**src/rtl/id_decode_stage_pkg.sv**
```systemverilog
// Shared RV32I decode definitions: base opcodes, immediate-type encodings and
// the decoded-field bundle carried through the ID/EX pipeline register.
package id_decode_stage_pkg;

  localparam int DEF_XLEN = 32;
  localparam int DEF_INST = 25;

  localparam logic [6:0] OPC_LUI      = 7'b0110111;
  localparam logic [6:0] OPC_AUIPC    = 7'b0010111;
  localparam logic [6:0] OPC_JAL      = 7'b1101111;
  localparam logic [6:0] OPC_JALR     = 7'b1100111;
  localparam logic [6:0] OPC_BRANCH   = 7'b1100011;
  localparam logic [6:0] OPC_LOAD     = 7'b0000011;
  localparam logic [6:0] OPC_STORE    = 7'b0100011;
  localparam logic [6:0] OPC_OP_IMM   = 7'b0010011;
  localparam logic [6:0] OPC_OP       = 7'b0110011;
  localparam logic [6:0] OPC_MISC_MEM = 7'b0001111;
  localparam logic [6:0] OPC_SYSTEM   = 7'b1110011;

  // Encoding shared with the EX-stage immediate generator.
  typedef enum logic [2:0] {
    IMM_NONE = 3'd0,
    IMM_I    = 3'd1,
    IMM_S    = 3'd2,
    IMM_B    = 3'd3,
    IMM_U    = 3'd4,
    IMM_J    = 3'd5
  } imm_sel_e;

  typedef struct packed {
    imm_sel_e   imm_sel;
    logic [4:0] rs1;
    logic [4:0] rs2;
    logic [4:0] rd;
    logic [2:0] funct3;
    logic       funct7b5;
    logic [6:0] opcode;
    logic       illegal;
  } dec_t;

endpackage

```
**src/rtl/id_decode_stage_if.sv**
```systemverilog
// Fetch-side and EX-side handshake/bus signals of the decode stage.
// slave is the decode stage's view; master is the surrounding pipeline's view.
interface id_decode_stage_if #(
  parameter int XLEN = 32,
  parameter int INST = 25
);

  logic            if_valid_i;
  logic            if_ready_o;
  logic [31:0]     if_inst_i;
  logic [XLEN-1:0] if_pc_i;
  logic            flush_i;
  logic            ex_valid_o;
  logic            ex_ready_i;
  logic [XLEN-1:0] ex_pc_o;
  logic [INST-1:0] IMM_o;
  logic [2:0]      IMM_sel_o;
  logic [4:0]      rs1_o;
  logic [4:0]      rs2_o;
  logic [4:0]      rd_o;
  logic [2:0]      funct3_o;
  logic            funct7b5_o;
  logic [6:0]      opcode_o;
  logic            illegal_o;

  modport slave (
    input  if_valid_i, if_inst_i, if_pc_i, flush_i, ex_ready_i,
    output if_ready_o, ex_valid_o, ex_pc_o, IMM_o, IMM_sel_o,
           rs1_o, rs2_o, rd_o, funct3_o, funct7b5_o, opcode_o, illegal_o
  );

  modport master (
    output if_valid_i, if_inst_i, if_pc_i, flush_i, ex_ready_i,
    input  if_ready_o, ex_valid_o, ex_pc_o, IMM_o, IMM_sel_o,
           rs1_o, rs2_o, rd_o, funct3_o, funct7b5_o, opcode_o, illegal_o
  );

endinterface

```
**src/rtl/id_decode_stage_opcode_decoder.sv**
```systemverilog
// Combinational RV32I opcode classifier: immediate-type select and illegal flag.
module id_decode_stage_opcode_decoder
  import id_decode_stage_pkg::*;
(
  input  logic [6:0] opcode_i,
  output imm_sel_e   imm_sel_o,
  output logic       illegal_o
);

  // Opcode to immediate format; anything outside the base set is flagged.
  always_comb begin
    imm_sel_o = IMM_NONE;
    illegal_o = 1'b0;
    case (opcode_i)
      OPC_LUI,
      OPC_AUIPC:    imm_sel_o = IMM_U;
      OPC_JAL:      imm_sel_o = IMM_J;
      OPC_JALR,
      OPC_LOAD,
      OPC_OP_IMM,
      OPC_SYSTEM:   imm_sel_o = IMM_I;
      OPC_BRANCH:   imm_sel_o = IMM_B;
      OPC_STORE:    imm_sel_o = IMM_S;
      OPC_OP,
      OPC_MISC_MEM: imm_sel_o = IMM_NONE;
      default: begin
        imm_sel_o = IMM_NONE;
        illegal_o = 1'b1;
      end
    endcase
  end

endmodule

```
**src/rtl/id_decode_stage.sv**
```systemverilog
// RV32I instruction-decode stage: single-entry valid/ready pipeline register
// holding the fetched PC plus its decoded fields, with EX back-pressure and flush.
module id_decode_stage
  import id_decode_stage_pkg::*;
#(
  parameter int XLEN = DEF_XLEN,
  parameter int INST = DEF_INST
) (
  input logic               clk_i,
  input logic               rst_n_i,
  id_decode_stage_if.slave  bus
);

  logic            valid_q, valid_d;
  logic [XLEN-1:0] pc_q, pc_d;
  logic [INST-1:0] imm_q, imm_d;
  dec_t            dec_q, dec_d;

  logic            ready_s;
  logic            accept_s;
  logic            transfer_s;
  logic            load_s;
  imm_sel_e        opc_imm_sel_s;
  logic            opc_illegal_s;

  id_decode_stage_opcode_decoder u_opcode_decoder (
    .opcode_i  (bus.if_inst_i[6:0]),
    .imm_sel_o (opc_imm_sel_s),
    .illegal_o (opc_illegal_s)
  );

  // Handshake terms; a flush always drains the fetch beat so it can be dropped.
  always_comb begin
    ready_s    = ~valid_q | bus.ex_ready_i | bus.flush_i;
    accept_s   = bus.if_valid_i & ready_s;
    transfer_s = valid_q & bus.ex_ready_i;
    load_s     = accept_s & ~bus.flush_i;
  end

  // Next valid: flush wins, then a new accept, then a drain to EX.
  always_comb begin
    if (bus.flush_i) begin
      valid_d = 1'b0;
    end else if (accept_s) begin
      valid_d = 1'b1;
    end else if (transfer_s) begin
      valid_d = 1'b0;
    end else begin
      valid_d = valid_q;
    end
  end

  // Data path loads only on a surviving accept so a stalled beat stays frozen.
  always_comb begin
    pc_d  = pc_q;
    imm_d = imm_q;
    dec_d = dec_q;
    if (load_s) begin
      pc_d           = bus.if_pc_i;
      imm_d          = bus.if_inst_i[31:7];
      dec_d.imm_sel  = opc_imm_sel_s;
      dec_d.rs1      = bus.if_inst_i[19:15];
      dec_d.rs2      = bus.if_inst_i[24:20];
      dec_d.rd       = bus.if_inst_i[11:7];
      dec_d.funct3   = bus.if_inst_i[14:12];
      dec_d.funct7b5 = bus.if_inst_i[30];
      dec_d.opcode   = bus.if_inst_i[6:0];
      dec_d.illegal  = opc_illegal_s;
    end else begin
      pc_d  = pc_q;
      imm_d = imm_q;
      dec_d = dec_q;
    end
  end

  // Pipeline register; reset drops any held instruction immediately.
  always_ff @(posedge clk_i or negedge rst_n_i) begin
    if (!rst_n_i) begin
      valid_q <= 1'b0;
      pc_q    <= '0;
      imm_q   <= '0;
      dec_q   <= '0;
    end else begin
      valid_q <= valid_d;
      pc_q    <= pc_d;
      imm_q   <= imm_d;
      dec_q   <= dec_d;
    end
  end

  assign bus.if_ready_o = ready_s;
  assign bus.ex_valid_o = valid_q;
  assign bus.ex_pc_o    = pc_q;
  assign bus.IMM_o      = imm_q;
  assign bus.IMM_sel_o  = dec_q.imm_sel;
  assign bus.rs1_o      = dec_q.rs1;
  assign bus.rs2_o      = dec_q.rs2;
  assign bus.rd_o       = dec_q.rd;
  assign bus.funct3_o   = dec_q.funct3;
  assign bus.funct7b5_o = dec_q.funct7b5;
  assign bus.opcode_o   = dec_q.opcode;
  assign bus.illegal_o  = dec_q.illegal;

endmodule
```
**src/flat_wrapper.sv**
```systemverilog
// flat-port wrapper written by rule: the top's interface ports become plain ports
module id_decode_stage_flat import id_decode_stage_pkg::*;
#(
  parameter int XLEN = DEF_XLEN,
  parameter int INST = DEF_INST
)
  (clk_i, rst_n_i, bus_if_valid_i, bus_if_inst_i, bus_if_pc_i, bus_flush_i, bus_ex_ready_i, bus_if_ready_o, bus_ex_valid_o, bus_ex_pc_o, bus_IMM_o, bus_IMM_sel_o, bus_rs1_o, bus_rs2_o, bus_rd_o, bus_funct3_o, bus_funct7b5_o, bus_opcode_o, bus_illegal_o);
  id_decode_stage_if #(.XLEN(XLEN), .INST(INST)) bus_i ();
  input logic clk_i;
  input logic rst_n_i;
  input wire logic [$bits(bus_i.if_valid_i)-1:0] bus_if_valid_i;
  input wire logic [$bits(bus_i.if_inst_i)-1:0] bus_if_inst_i;
  input wire logic [$bits(bus_i.if_pc_i)-1:0] bus_if_pc_i;
  input wire logic [$bits(bus_i.flush_i)-1:0] bus_flush_i;
  input wire logic [$bits(bus_i.ex_ready_i)-1:0] bus_ex_ready_i;
  output wire logic [$bits(bus_i.if_ready_o)-1:0] bus_if_ready_o;
  output wire logic [$bits(bus_i.ex_valid_o)-1:0] bus_ex_valid_o;
  output wire logic [$bits(bus_i.ex_pc_o)-1:0] bus_ex_pc_o;
  output wire logic [$bits(bus_i.IMM_o)-1:0] bus_IMM_o;
  output wire logic [$bits(bus_i.IMM_sel_o)-1:0] bus_IMM_sel_o;
  output wire logic [$bits(bus_i.rs1_o)-1:0] bus_rs1_o;
  output wire logic [$bits(bus_i.rs2_o)-1:0] bus_rs2_o;
  output wire logic [$bits(bus_i.rd_o)-1:0] bus_rd_o;
  output wire logic [$bits(bus_i.funct3_o)-1:0] bus_funct3_o;
  output wire logic [$bits(bus_i.funct7b5_o)-1:0] bus_funct7b5_o;
  output wire logic [$bits(bus_i.opcode_o)-1:0] bus_opcode_o;
  output wire logic [$bits(bus_i.illegal_o)-1:0] bus_illegal_o;
  assign bus_i.if_valid_i = bus_if_valid_i;
  assign bus_i.if_inst_i = bus_if_inst_i;
  assign bus_i.if_pc_i = bus_if_pc_i;
  assign bus_i.flush_i = bus_flush_i;
  assign bus_i.ex_ready_i = bus_ex_ready_i;
  assign bus_if_ready_o = bus_i.if_ready_o;
  assign bus_ex_valid_o = bus_i.ex_valid_o;
  assign bus_ex_pc_o = bus_i.ex_pc_o;
  assign bus_IMM_o = bus_i.IMM_o;
  assign bus_IMM_sel_o = bus_i.IMM_sel_o;
  assign bus_rs1_o = bus_i.rs1_o;
  assign bus_rs2_o = bus_i.rs2_o;
  assign bus_rd_o = bus_i.rd_o;
  assign bus_funct3_o = bus_i.funct3_o;
  assign bus_funct7b5_o = bus_i.funct7b5_o;
  assign bus_opcode_o = bus_i.opcode_o;
  assign bus_illegal_o = bus_i.illegal_o;
  id_decode_stage #(.XLEN(XLEN), .INST(INST)) u_core (.clk_i(clk_i), .rst_n_i(rst_n_i), .bus(bus_i));
endmodule
```
**config.mk**
```make
export PLATFORM = sky130hd
export DESIGN_NAME = id_decode_stage_flat
export DESIGN_NICKNAME = d
export VERILOG_FILES = /design/src/rtl/id_decode_stage_pkg.sv /design/src/rtl/id_decode_stage_if.sv /design/src/rtl/id_decode_stage_opcode_decoder.sv /design/src/rtl/id_decode_stage.sv /design/src/flat_wrapper.sv
export SDC_FILE = /design/constraint.sdc
export NUM_CORES = 1
export LEC_CHECK = 0
export CORE_MARGIN = 2
export CORE_UTILIZATION = 35
export CTS_CLUSTER_SIZE = 20
export DETAILED_ROUTE_END_ITERATION = 8
export PLACE_DENSITY = 0.74
export SLEW_MARGIN = 20
export SYNTH_ARGS = -nofsm -noshare
export SYNTH_HDL_FRONTEND = slang
export SYNTH_SLANG_ARGS = --single-unit
```
**constraint.sdc**
```tcl
create_clock -name clk_i -period 1.9 [get_ports clk_i]
set_clock_uncertainty 0.15 [all_clocks]
set_input_delay 0.19 -clock clk_i [delete_from_list [all_inputs] [get_ports clk_i]]
set_output_delay 0.19 -clock clk_i [all_outputs]
set_load 0.01 [all_outputs]
```
# --- Word-level counts from Yosys, hierarchy flattened ---
# Cells that the tools add are included.
word_totals:
  register_bits: 88
  input_bits: 69
classes:
  eq_ne: 11
  n_mux: 5
  bitwise_logic: 7
  reduce_logical: 4
op_table:
  columns: ["cell", "count"]
  rows:
  - ["$eq A7 B7 Y1 const B", 4]
  - ["$eq A7 B6 Y1 const B", 3]
  - ["$pmux W3 S5", 1]
  - ["$eq A7 B5 Y1 const B", 2]
  - ["$reduce_or A11 Y1", 1]
  - ["$eq A7 B2 Y1 const B", 1]
  - ["$eq A7 B4 Y1 const B", 1]
  - ["$mux W1", 4]
  - ["$reduce_or A4 Y1", 1]
  - ["$and A1 B1 Y1", 3]
  - ["$reduce_bool A3 Y1", 1]
  - ["$not A1 Y1", 2]
  - ["$or A1 B1 Y1", 2]
  - ["$reduce_or A2 Y1", 1]

# --- Longest topological paths before layout ---
depth:
  word_depth: 6
  depth_mapped: 5
  ltp_nobuf: 4

# --- Cells and area by module ---
# A second synthesis with hierarchy kept.
hier_totals:
  cells_unflattened: 185
  hier_area_um2: 2834.0
modules_own_cells:
  columns: ["module", "n_inst", "cells_each", "area_per_inst_um2", "seq_area_each_um2"]
  rows:
  - ["id_decode_stage", 1, 168, 2725.1, 1726.7]
  - ["id_decode_stage_opcode_decoder", 1, 17, 108.9, 0.0]

# --- Worst setup path before layout ---
# Ideal clock, no wire load.
synth_path:
  path_type: "reg-to-reg"
  start: "register u_core.valid_q (netlist: u_core.bus.ex_valid_o)"
  end: "register u_core.pc_q[13] (netlist: u_core.bus.ex_pc_o[13])"
  setup_ns: 0.125
  t_arrival_ns: 1.223
  required_time_ns: 1.625
  slack_ns: 0.402
  stages_incl_launch_ff: 4
  n_path_buf: 1
  period_less_slack_ns: 1.498
  path_cell_list: "dfrtp_1 a21oi_4 buf_2 mux2_2"
synth_via:
  elab_chain_cells: 5
synth_rtl:
  columns: ["element", "line_no", "text"]
  rows:
  - ["from (decl)", "id_decode_stage.sv:14", "logic valid_q, valid_d;"]
  - ["from (signal assigned)", "id_decode_stage.sv:84", "valid_q <= valid_d;"]
  - ["$not A1 Y1", "id_decode_stage.sv:34", "ready_s = ~valid_q | bus.ex_ready_i | bus.flush_i;"]
  - ["$or A1 B1 Y1 (2 in a row)", "id_decode_stage.sv:34", null]
  - ["$and A1 B1 Y1", "id_decode_stage.sv:35", "accept_s = bus.if_valid_i & ready_s;"]
  - ["$and A1 B1 Y1", "id_decode_stage.sv:37", "load_s = accept_s & ~bus.flush_i;"]
  - ["to (signal assigned)", "id_decode_stage.sv:85", "pc_q <= pc_d;"]
  - ["to (decl)", "id_decode_stage.sv:15", "logic [XLEN-1:0] pc_q, pc_d;"]
# No other way between the ends.
# A chain may end at the register's enable or synchronous reset.

# --- Worst setup path after layout ---
layout_path:
  start: "register u_core.valid_q (netlist: u_core.bus.ex_valid_o)"
  end: "output bus_if_ready_o"
layout_via:
  elab_chain_cells: 3
layout_rtl:
  columns: ["element", "line_no", "text"]
  rows:
  - ["$not A1 Y1", "id_decode_stage.sv:34", null]
  - ["$or A1 B1 Y1 (2 in a row)", "id_decode_stage.sv:34", null]
  - ["to (decl)", "flat_wrapper.sv:16", "output wire logic [$bits(bus_i.if_ready_o)-1:0] bus_if_ready_o;"]
# No other way between the ends.

==> flow_metrics.tcl <==
set metrics [dict create \
    clk_pin_slew_ns 0.07 \
    pwr_density_cell_mw_per_mm2 942 \
    critPathLaunchType "flip-flop" \
    p_leak_nw 1.89 \
    dieArea_mm2 0.00892 \
    post-route-period-util_pct 93.8 \
    final_core_util_pct 59.4 \
    htreeDepth 3 \
    synthTopCellsByArea "dfrtp_1 (60%), mux2_2 (26%), buf_4 (6.6%), inv_1 (0.66%), xnor2_1 (0.61%)" \
    grt_max_degree 70 \
    grt_usage_pct 14.7 \
    multiInputGateArea_um2 912 \
    tightest_slew_ns 0.368 \
    die-width_um 94.4 \
    run_status "finished clean" \
    fin_crit_ns 1.78 \
    grt_pass1_vias 2109 \
    setup_viol 0 \
    num_vias 2023 \
    die_height_um 94.4 \
    clock_sinks 69 \
    end_kind "output pin" \
    antenna_cells 0 \
    criticalPathCategory "reg2out" \
    dpl.cell_count 431 \
    start_util_pct 36.7 \
    seq_area_frac_synth_pct 60.3 \
    max-vdd-ir-drop_uv 419 \
    worstHoldPathType "in2async" \
    final_cells 446 \
    drt_pass1_iterations 4 \
    gr-total-overflow 0 \
    ys_dominant_reg_cell "dfrtp_1" \
    post_cts_buffers 0 \
    synth_seq_cells 69 \
    drtIter0Drc 47 \
    clkLatencyLatePin_ns 0.32 \
    cts_root_buf "clkbuf_8" \
    synth.largest_area_cell "dfrtp_1" \
    synth-edff-count 0 \
    required_ns 1.56 \
    syn_avg_cell_area_um2 14.6 \
    cts_tree "done" \
    ant_nets 0 \
    cts_buffers 9 \
    wire_per_inst_um 14.3 \
    async_flop_share_pct 100 \
    finalWirelength_mm 6.36 \
    synth.distinct_cells 24 \
    timing.hold.ws_ns 0.261 \
    cp.arrival_ns 1.44 \
    hold_violations 0 \
    clockBufferDepth 2 \
    antenna_found_initial 0 \
    drive_gt1_share_pct 24.7 \
    yosysMostFrequentCell "dfrtp_1" \
    hpwl_mm 4.72 \
    coreArea_mm2 0.00781 \
    fillers 661 \
    path_max_fanout 3 \
    synthTopCellsByCount "dfrtp_1 (69), mux2_2 (65), buf_4 (25)" \
    slew_headroom_pct 75.5 \
    regArea_mm2 0.00173 \
    final_nets 410 \
    portBuffers 157 \
    yosys.area.top_type_share_pct 60.3 \
    grt_setup_unrepaired "no" \
    drc 0 \
    vias_per_cell 4.54 \
    synth_nets 265 \
    fmax_mhz 561 \
    yosys_warnings 0 \
    syn_area_mm2 0.00286 \
    maxCapViolations 0 \
    netlist_instances 196 \
    row_count 32 \
    grt_pass1_wl_mm 10.2 \
    gp_congestion 0.661 \
    drv_slew 0 \
    syn2layout_area_growth_pct 61.9 \
    num_io_pins 158 \
]
==> critical path, stage by stage, from the launching register on <==
cell and delay (ns):
dfrtp_1 0.43, nand3_1 0.14, clkdlybuf4s50_1 0.55
==> report_power, final <==
part / leakage (nW) / internal (mW) / total, mW / switching, mW
Clock: 0.102 / 0.701 / 1.19 / 0.490
Combinational: 0.970 / 0.873 / 1.32 / 0.451
Sequential: 0.815 / 1.72 / 1.86 / 0.138
Total: 1.89 / 3.29 / 4.37 / 1.08
==> logic make-up (layout without fill, tap and decap cells) <==
group	count (synthesis)	after routing	synth area share, %
compound gates	9	9	2.53
xor+xnor	3	3	0.918
buf+inv	34	182	7.82
flops	69	69	60.3
mux	65	65	25.6
simple gates	16	16	2.84
==> per-stage QoR <==
step	setup slack [ns]	TNS [ns]	instance area (µm²)	total power [mW]
2_1_floorplan	0.402	0	2860	2.43
3_3_place_gp	0.0349	0	4430	3.20
3_5_place_dp	-0.0206	-0.280	4430	3.23
4_1_cts	0.0922	0	4640	4.44
5_1_grt	0.0536	0	4640	4.62
6_report	0.119	0	4640	4.37
==> per-layer routing <==
metal  GRT usage (%)  up-vias  routed length (µm)
met3            4.71        9                 602
met4            6.16        0                  72
met5               0        -                   0
li1                -      952                   -
met1            17.8      973                2520
met2            24.4       89                3160
==> timing repair <==
| item | in CTS | in global routing |
|---|---|---|
| gates resized for setup | 0 | 0 |
| hold buffers | 1 | 0 |
| endpoints found under the hold margin | 69 | 0 |
==> sequential cells by signal, indices dropped and copies added (netlist names) <==
signal and cells:
u_core.bus.illegal_o 1, u_core.bus.opcode_o 7, u_core.bus.IMM_o 21, u_core.bus.IMM_sel_o 3
u_core.bus.ex_pc_o 32, u_core.bus.rs1_o 4, u_core.bus.ex_valid_o 1
==> final cells by class <==
type,instances,share of cell area [%]
clock buffer,13,3.64
clock inverter,1,0.648
tap,102,2.75
multi-input combinational,93,19.7
inverter,5,0.405
timing repair buffer,163,35.6
sequential,69,37.2
==> path summary, 6_finish.rpt <==
path,from,end,slack [ns],cells after the start
max,u_core.bus.ex_valid_o$_DFFE_PN0P_,bus_if_ready_o,0.12,2
min,rst_n_i,u_core.bus.opcode_o[5]$_DFFE_PN0P_,0.26,3
max reg2reg,u_core.bus.ex_valid_o$_DFFE_PN0P_,u_core.bus.rs1_o[3]$_DFFE_PN0P_,0.34,3
min reg2reg,u_core.bus.ex_pc_o[5]$_DFFE_PN0P_,u_core.bus.ex_pc_o[5]$_DFFE_PN0P_,0.35,1
max in group asynchronous,rst_n_i,u_core.bus.ex_pc_o[20]$_DFFE_PN0P_,1.03,3
min in group clk_i,bus_if_inst_i[27],u_core.bus.IMM_o[20]$_DFFE_PN0P_,0.32,2
==> layout by cell type, fill, tap and decap left out, types with 3 or more instances in the layout <==
cell | netlist | routed
clkbuf_8 | 0 | 12
inv_1 | 5 | 5
clkdlybuf4s50_1 | 0 | 156
mux2_2 | 65 | 65
dfrtp_1 | 69 | 69
nor2_1 | 4 | 4
buf_12 | 0 | 3
Power figures use the tool's default switching activity.
